$ cat src/rtl/alu_pkg.sv
// Shared definitions for the round-robin shared comparator: parameter defaults,
// FSM state encoding and the helper that sizes requester ids.
package alu_pkg;

  localparam int NREQ_DEF = 4;
  localparam int W_DEF    = 32;
  localparam int ID_W_DEF = $clog2(NREQ_DEF);

  typedef enum logic [1:0] {
    S_IDLE = 2'd0,
    S_CMP  = 2'd1,
    S_RESP = 2'd2
  } state_e;

  // Width of a requester id; never zero so a single requester still gets a port.
  function automatic int id_width(input int n);
    return (n > 1) ? $clog2(n) : 1;
  endfunction

endpackage

$ cat src/rtl/ALUComp.sv
// Team comparator primitive: unsigned W-bit greater-than.
module ALUComp #(
  parameter int W = 32
) (
  input  logic [W-1:0] a_i,
  input  logic [W-1:0] b_i,
  output logic         gt_o
);

  assign gt_o = (a_i > b_i);

endmodule

$ cat src/rtl/rr_arbiter.sv
// Round-robin arbiter: grants the first asserted request at or after ptr_i,
// wrapping modulo NREQ. Grant is one-hot, or all-zero when nothing requests.
module rr_arbiter #(
  parameter int NREQ = 4,
  parameter int ID_W = 2
) (
  input  logic [NREQ-1:0] req_i,
  input  logic [ID_W-1:0] ptr_i,
  output logic [NREQ-1:0] gnt_o
);

  always_comb begin
    logic found;
    // NOTE: every combinationally driven signal gets a default before any
    // conditional assignment, so no path leaves it unassigned and infers a latch.
    gnt_o = '0;
    found = 1'b0;
    // Upper segment [ptr..NREQ-1] has priority over the wrapped segment [0..ptr-1].
    for (int i = 0; i < NREQ; i++) begin
      if (!found && req_i[i] && (i >= int'(ptr_i))) begin
        gnt_o[i] = 1'b1;
        found    = 1'b1;
      end
    end
    for (int i = 0; i < NREQ; i++) begin
      if (!found && req_i[i] && (i < int'(ptr_i))) begin
        gnt_o[i] = 1'b1;
        found    = 1'b1;
      end
    end
  end

endmodule

$ cat src/rtl/alu_comp_sched.sv
// Shares one unsigned greater-than comparator among NREQ requesters with
// round-robin fairness: IDLE (arbitrate/accept) -> CMP (compare) -> RESP (hold result).
module alu_comp_sched
  import alu_pkg::*;
#(
  parameter int NREQ = NREQ_DEF,
  parameter int W    = W_DEF
) (
  input  logic              clk,
  input  logic              rst,
  input  logic [NREQ-1:0]   req_valid,
  input  logic [NREQ*W-1:0] req_a,
  input  logic [NREQ*W-1:0] req_b,
  output logic [NREQ-1:0]   req_ready,
  output logic [NREQ-1:0]   resp_valid,
  output logic [W-1:0]      resp_y,
  input  logic [NREQ-1:0]   resp_ready,
  output logic              busy
);

  localparam int ID_W = id_width(NREQ);

  state_e            state_q, state_d;
  logic [ID_W-1:0]   rr_ptr_q, rr_ptr_d;
  logic [ID_W-1:0]   owner_q, owner_d;
  logic [W-1:0]      a_q, a_d, b_q, b_d;
  logic [W-1:0]      y_q, y_d;

  logic [NREQ-1:0]   gnt;
  logic [ID_W-1:0]   gnt_id;
  logic [W-1:0]      sel_a, sel_b;
  logic              cmp_gt;

  rr_arbiter #(.NREQ(NREQ), .ID_W(ID_W)) u_arb (
    .req_i (req_valid),
    .ptr_i (rr_ptr_q),
    .gnt_o (gnt)
  );

  ALUComp #(.W(W)) u_cmp (
    .a_i  (a_q),
    .b_i  (b_q),
    .gt_o (cmp_gt)
  );

  // One-hot grant to owner id and AND-OR operand select.
  always_comb begin
    gnt_id = '0;
    sel_a  = '0;
    sel_b  = '0;
    for (int i = 0; i < NREQ; i++) begin
      if (gnt[i]) gnt_id = ID_W'(i);
      sel_a = sel_a | (req_a[i*W +: W] & {W{gnt[i]}});
      sel_b = sel_b | (req_b[i*W +: W] & {W{gnt[i]}});
    end
  end

  always_comb begin
    state_d    = state_q;
    rr_ptr_d   = rr_ptr_q;
    owner_d    = owner_q;
    a_d        = a_q;
    b_d        = b_q;
    y_d        = y_q;
    req_ready  = '0;
    resp_valid = '0;

    unique case (state_q)
      S_IDLE: begin
        req_ready = gnt;
        if (|req_valid) begin
          state_d  = S_CMP;
          owner_d  = gnt_id;
          a_d      = sel_a;
          b_d      = sel_b;
          rr_ptr_d = (gnt_id == ID_W'(NREQ - 1)) ? '0 : gnt_id + ID_W'(1);
        end
      end
      S_CMP: begin
        y_d     = W'(cmp_gt);
        state_d = S_RESP;
      end
      S_RESP: begin
        for (int i = 0; i < NREQ; i++) resp_valid[i] = (owner_q == ID_W'(i));
        if (resp_ready[owner_q]) state_d = S_IDLE;
      end
      default: state_d = S_IDLE;
    endcase

    // Handshake outputs are silenced during a reset cycle so nothing is accepted or delivered.
    if (rst) begin
      req_ready  = '0;
      resp_valid = '0;
    end
    busy = !rst && (state_q != S_IDLE);
  end

  // NOTE: sequential state uses non-blocking assignments so every register
  // samples the pre-edge value of the others, independent of statement order.
  always_ff @(posedge clk) begin
    if (rst) begin
      state_q  <= S_IDLE;
      rr_ptr_q <= '0;
      owner_q  <= '0;
      y_q      <= '0;
    end else begin
      state_q  <= state_d;
      rr_ptr_q <= rr_ptr_d;
      owner_q  <= owner_d;
      y_q      <= y_d;
    end
  end

  // NOTE: operand registers carry no reset; they are only consumed after an
  // acceptance has loaded them, so resetting them would cost logic for nothing.
  always_ff @(posedge clk) begin
    a_q <= a_d;
    b_q <= b_d;
  end

  assign resp_y = y_q;

endmodule

$ cat config.mk
export PLATFORM = sky130hd
export DESIGN_NAME = alu_comp_sched
export DESIGN_NICKNAME = d
export VERILOG_FILES = /design/src/rtl/alu_pkg.sv /design/src/rtl/ALUComp.sv /design/src/rtl/rr_arbiter.sv /design/src/rtl/alu_comp_sched.sv
export SDC_FILE = /design/constraint.sdc
export NUM_CORES = 1
export LEC_CHECK = 0
export ABC_AREA = 1
export CORE_MARGIN = 3
export CORE_UTILIZATION = 30
export CTS_CLUSTER_DIAMETER = 80
export DETAILED_ROUTE_END_ITERATION = 10
export HOLD_SLACK_MARGIN = 0.05
export PLACE_DENSITY = 0.69
export SLEW_MARGIN = 15
export SYNTH_ARGS = -nofsm -noshare
export SYNTH_HDL_FRONTEND = slang
export SYNTH_SLANG_ARGS = --single-unit
$ cat constraint.sdc
create_clock -name clk -period 6.2 [get_ports clk]
set_input_delay 1.86 -clock clk [delete_from_list [all_inputs] [get_ports clk]]
set_output_delay 1.86 -clock clk [all_outputs]
set_load 0.05 [all_outputs]
==> results of run 1 <==
worst reg2reg max path, delay by kind of cell, from the launching register on:
family                 cells  cell delay, ns
and+or+nand+nor            7            1.47
buffers and inverters      2            0.59
DFF                        1            0.50
metrics by stage:
stage	util	hold WS, ns	std cells	setup slack, ns
detailed placement	0.475	0.459	1134	0.486
global placement	0.475	0.451	1134	0.558
CTS	0.491	0.470	1150	0.465
floorplan	-	0.492	699	0.572
finish	0.491	0.473	1150	0.431
global route	0.491	0.494	1150	0.368
power by group:
group / switching, uW / leakage (uW) / internal, uW
Combinational: 400 / 0.00251 / 319
Clock: 185 / 0.000134 / 293
Sequential: 36.7 / 0.000707 / 661
cell families after synthesis:
family | after synthesis | synth area share
and+or+nand+nor | 415 | 0.358
DFF | 71 | 0.402
buffers and inverters | 120 | 0.128
AOI/OAI and AO/OA | 30 | 0.0327
other | 1 | 0.000732
adders and majority gates | 32 | 0.0781
worst paths after layout:
check / to / startpoint / cells past startpoint / slack (ns)
worst max register to register: a_q[15] / rr_ptr_q[1] / 9 / 3.51
worst min register to register: resp_y[0] / resp_y[0] / 2 / 0.47
worst min-delay path: resp_y[0] / resp_y[0] / 2 / 0.47
worst max-delay path: req_ready[2] / req_valid[1] / 7 / 0.43
cell usage in the layout (no fill, tap or decap), types with 4 or more instances in the layout:
cell / Yosys / final
clkdlybuf4s50_1: 0 / 273
nand2_1: 244 / 242
nand3_1: 77 / 77
nand4_1: 67 / 67
edfxtp_1: 64 / 64
inv_1: 53 / 53
ha_1: 32 / 32
conb_1: 1 / 31
a21oi_1: 20 / 20
nor2_1: 20 / 19
clkbuf_16: 0 / 9
dfxtp_1: 7 / 7
buf_4: 37 / 5
nor3_1: 4 / 4
clkbuf_1: 9 / 4
layout make-up:
cell class | instances | area share
Clock buffer | 15 | 0.0328
Clock inverter | 1 | 0.000612
Inverter | 54 | 0.0248
Multi-Input combinational cell | 508 | 0.311
Sequential cell | 71 | 0.252
Tap cell | 220 | 0.0337
Timing Repair Buffer | 281 | 0.344
metal layers:
layer  vias to the layer above  global-route usage  routed length, um
met5                         -                   0                 13
met4                         2              0.0638                347
met3                        24              0.0496               1450
met2                       206               0.328               8930
met1                      2474               0.218               6970
li1                       2728                   -                  -
Yosys cell counts, drive strengths merged, types with 4 or more instances:
master,number,area share
clkbuf,9,0.0066
ha,32,0.078
nor3,4,0.0039
a21oi,20,0.020
o21ai,4,0.0039
nor2,21,0.016
nand2,244,0.18
edfxtp,64,0.37
inv,54,0.040
dfxtp,7,0.027
nand3,77,0.075
buf,57,0.082
nand4,67,0.082
registers in the layout, summed over array words and instances, names as in the netlist:
name,count
rr_ptr_q,2
state_q,2
b_q,32
a_q,32
owner_q,2
resp_y,1
==> qor.yml, run 1 <==
synth:
  syn_avg_cell_area_sq_um: 7.66
  synth.distinct_cells: 27
  synth_edf_count: 64
  yosysSeqAreaShare: 0.402
  yosys_warnings: 0
  ys_seq_elements: 71
  synthFlopType: "edfxtp_1"
  ys_async_sr_fraction: 0
  synth_area_sq_um: 5130
  syn_inst: 669
final_layout:
  n_antenna_cell: 0
  syn2layout_area_growth_pct: 59.4
  nets: 1223
  seq_area_sq_um: 2060
  drive_above_1_share: 0.0290
  final_area_sq_um: 8170
  nFillCells: 1646
  multiInputGateArea_sq_um: 2540
placement:
  dp_hpwl_um: 13200
  port_buffers: 275
  gp_congestion: 0.812
  place_area_sq_um: 7900
die:
  start_util: 0.308
  fp.dieW_um: 137
  dieArea_sq_um: 18700
  design.core.area_sq_um: 16600
  row_count: 47
  pin_count: 307
  fp.dieH_um: 137
global_routing:
  first_global_vias: 5361
  grt_max_degree: 67
  grt_overflow_total: 0
  grt_pass1_wl_um: 26900
  grt.total_usage: 0.186
  antenna_found_initial: 1
critical_path:
  path_class: "primary input to output pin"
  path_buf_inv: 2
  slowest_stage: "clkdlybuf4s50_1"
  crit_required_ns: 4.34
  cp_data_arrival_time_ns: 3.91
  crit_family: "buffers and inverters"
  start_kind: "primary input"
  slowest_delay_ns: 0.82
  worstSetupEndpointType: "output pin"
  cp_max_fo: 5
  crit_chain: "clkdlybuf4s50_1 > nand2_1 > nand3_1 > nor2_2 > nand3_1 > a21oi_1 > clkdlybuf4s50_1"
min_path:
  hp-class: "register to register"
clocking:
  cts.path.max_buffers: 2
  htree_num_levels: 3
  clkTransAtPathRegs_ns: 0.05
  cts_hold_buf: 0
  ctsResizeCount: 0
  tritoncts: "yes"
  clock_sinks: 71
  cts_inserted_buffers: 9
  cts-root-buf: "clkbuf_16"
  clock_latency_ns: 0.33
  cts_setup_buffers: 0
drt:
  postRouteAntennaNets: 0
  vias: 5434
  finalWirelength_um: 17700
  drc_errors: 0
  drt_pass1_iterations: 6
  viasPerCell: 4.73
  drt_iter0_markers: 258
  wire_per_inst_um: 15.4
timing:
  hold_viol: 0
  skew_ns: 0.00471
  tightest_slew_ns: 1.02
  period_minus_slack_ns: 5.77
  rsz0062_at_grt: "no"
  drv_slew: 0
  period_share: 0.931
  max_freq_mhz: 173
  setup-tns-final_ns: 0
  relSlewSlack: 0.319
  setup_viol: 0
power_and_ir_drop:
  p_per_area_nw_per_um2: 232
  p_leak_uw: 0.00335
  total_power_uw: 1900
  peakVddDrop_mv: 0.187
run:
  cap_violations: 0
outcome:
  status: "complete, no violations"
(Power assumes the default switching activity.)
==> run 2: changes to the inputs <==
Settings changed: CORE_MARGIN 3 to 2, CTS_CLUSTER_SIZE set to 14.
==> qor.yml, run 2 (synthesized netlist as in run 1, its figures left out) <==
global_routing:
  grt.total_usage: 0.179  # was 0.186
  first_global_vias: 5178  # was 5361
  antenna_found_initial: 0  # was 1
  grt_overflow_total: 0  # unchanged
  grt_pass1_wl_um: 25600  # was 26900 um
  grt_max_degree: 67  # unchanged
power_and_ir_drop:
  p_leak_uw: 0.00339  # was 0.00335 uW
  peakVddDrop_mv: 0.189  # was 0.187 mV
  intPower_uw: 1380  # was 1270 uW
  total_power_uw: 2000  # was 1900 uW
  share_seq_of_total_power: 0.349  # was 0.368
  power.switching_uw: 619  # was 622 uW
  share_comb_of_total_power: 0.355  # was 0.379
  p_per_area_nw_per_um2: 242  # was 232 nW/um^2
  switching_share: 0.310  # was 0.328
  p_clk_frac: 0.295  # was 0.252
clocking:
  tritoncts: "yes"  # unchanged
  cts_hold_buf: 0  # unchanged
  cts.path.max_buffers: 2  # unchanged
  clkTransAtPathRegs_ns: 0.05  # about the same
  clock_sinks: 71  # unchanged
  cts_setup_buffers: 0  # unchanged
  ctsResizeCount: 0  # unchanged
  htree_num_levels: 3  # unchanged
  cts-root-buf: "clkbuf_16"  # unchanged
  cts_inserted_buffers: 9  # unchanged
  clock_latency_ns: 0.33  # about the same
die:
  pin_count: 307  # unchanged
  design.core.area_sq_um: 16600  # unchanged
  dieArea_sq_um: 18100  # was 18700 sq um
  start_util: 0.308  # unchanged
  row_count: 47  # unchanged
  fp.dieW_um: 135  # was 137 um
  fp.dieH_um: 135  # was 137 um
placement:
  place_area_sq_um: 7900  # about the same
  gp_congestion: 0.790  # was 0.812
  port_buffers: 275  # unchanged
  dp_hpwl_um: 12300  # was 13200 um
drt:
  postRouteAntennaNets: 0  # unchanged
  drt_iter0_markers: 281  # was 258
  wire_per_inst_um: 14.3  # was 15.4 um
  viasPerCell: 4.70  # was 4.73
  drc_errors: 0  # unchanged
  drt_pass1_iterations: 4  # was 6
  vias: 5407  # was 5434
  finalWirelength_um: 16400  # was 17700 um
critical_path:
  rr_worst_depth: 9  # unchanged
  worstSetupEndpointType: "output pin"  # unchanged
  r2r_start: "rr_ptr_q[1]"  # unchanged
  r2r-end: "b_q[23]"  # was a_q[15]
  crit_required_ns: 4.34  # about the same
  cp_max_fo: 5  # unchanged
  start_kind: "primary input"  # unchanged
  path_class: "primary input to output pin"  # unchanged
  reg2reg_slack_ns: 3.64  # was 3.51 ns
  cp_data_arrival_time_ns: 3.88  # was 3.91 ns
min_path:
  hold_start: "resp_y[0]"  # unchanged
  min_path_cells: 2  # unchanged
  holdPathEnd: "resp_y[0]"  # unchanged
  hp-class: "register to register"  # unchanged
timing:
  setup-tns-final_ns: 0  # unchanged
  skew_ns: 0.00465  # was 0.00471 ns
  drv_slew: 0  # unchanged
  tightest_slew_ns: 1.03  # was 1.02 ns
  hold_viol: 0  # unchanged
  period_share: 0.926  # was 0.931
  fin_hold_ws_ns: 0.490  # was 0.473 ns
  rsz0062_at_grt: "no"  # unchanged
  relSlewSlack: 0.311  # was 0.319
  period_minus_slack_ns: 5.74  # was 5.77 ns
  setup_viol: 0  # unchanged
  max_freq_mhz: 174  # was 173 MHz
final_layout:
  drive_above_1_share: 0.0344  # was 0.0290
  layout_commonest_cell: "clkdlybuf4s50_1"  # unchanged
  utilization: 0.495  # was 0.491
  final_area_sq_um: 8240  # was 8170 sq um
  top_regs: "a_q: 32 flops, b_q: 32 flops"  # unchanged
  layout_common_cells: "273 x clkdlybuf4s50_1, 242 x nand2_1, 77 x nand3_1, 67 x nand4_1, 64 x edfxtp_1"  # unchanged
  nets: 1224  # was 1223
  syn2layout_area_growth_pct: 60.8  # was 59.4%
  n_antenna_cell: 0  # unchanged
outcome:
  status: "complete, no violations"  # unchanged
run:
  cap_violations: 0  # unchanged
[run 2: per-stage QoR]
stage,worst slack [ns],std cells
final,0.457,1151
after detailed placement,0.503,1135
after global placement,0.532,1135
after CTS,0.486,1151
after floorplan,0.572,699
after global routing,0.328,1151
[run 2: worst max-delay path, cell delays in order]
cell             delay, ns
clkdlybuf4s50_1       0.50
nand2_1               0.12
nand3_1               0.16
nor2_2                0.14
nand3_1               0.13
a21oi_1               0.15
clkdlybuf4s50_1       0.82
[run 2: layer usage]
layer	vias to the layer above	part of all wire	track usage
met5	-	0	0
met4	0	0.017	0.0643
met3	24	0.072	0.0417
met2	213	0.49	0.303
met1	2437	0.42	0.224
li1	2733	-	-
[run 2: final cells by class]
cell class                      count  area (sq um)
Inverter                           54           203
Timing Repair Buffer              282          2810
Multi-Input combinational cell    508          2540
Sequential cell                    71          2060
Clock buffer                       10           239
Clock inverter                      6           108
Tap cell                          220           275
Fill cell                        1615          8400
[run 2: worst max path at each step]
| stage | start | endpoint | slack, ns | cells after the start |
|---|---|---|---|---|
| 6_report | req_valid[1] | req_ready[2] | 0.46 | 7 |
| 5_1_grt | req_valid[1] | req_ready[2] | 0.33 | 7 |
| 4_1_cts | req_valid[1] | req_ready[2] | 0.49 | 7 |
| 3_5_place_dp | req_valid[1] | req_ready[2] | 0.50 | 7 |
| 3_3_place_gp | req_valid[1] | req_ready[1] | 0.53 | 7 |
| 2_1_floorplan | req_valid[3] | owner_q[1] | 0.57 | 5 |
[run 2: power groups by stage]
stage	registers [uW]	clock network [uW]	logic, uW
2_1_floorplan	703	0	446
3_3_place_gp	706	0	710
3_5_place_dp	709	0	717
4_1_cts	700	611	722
5_1_grt	709	632	808
6_report	698	590	710
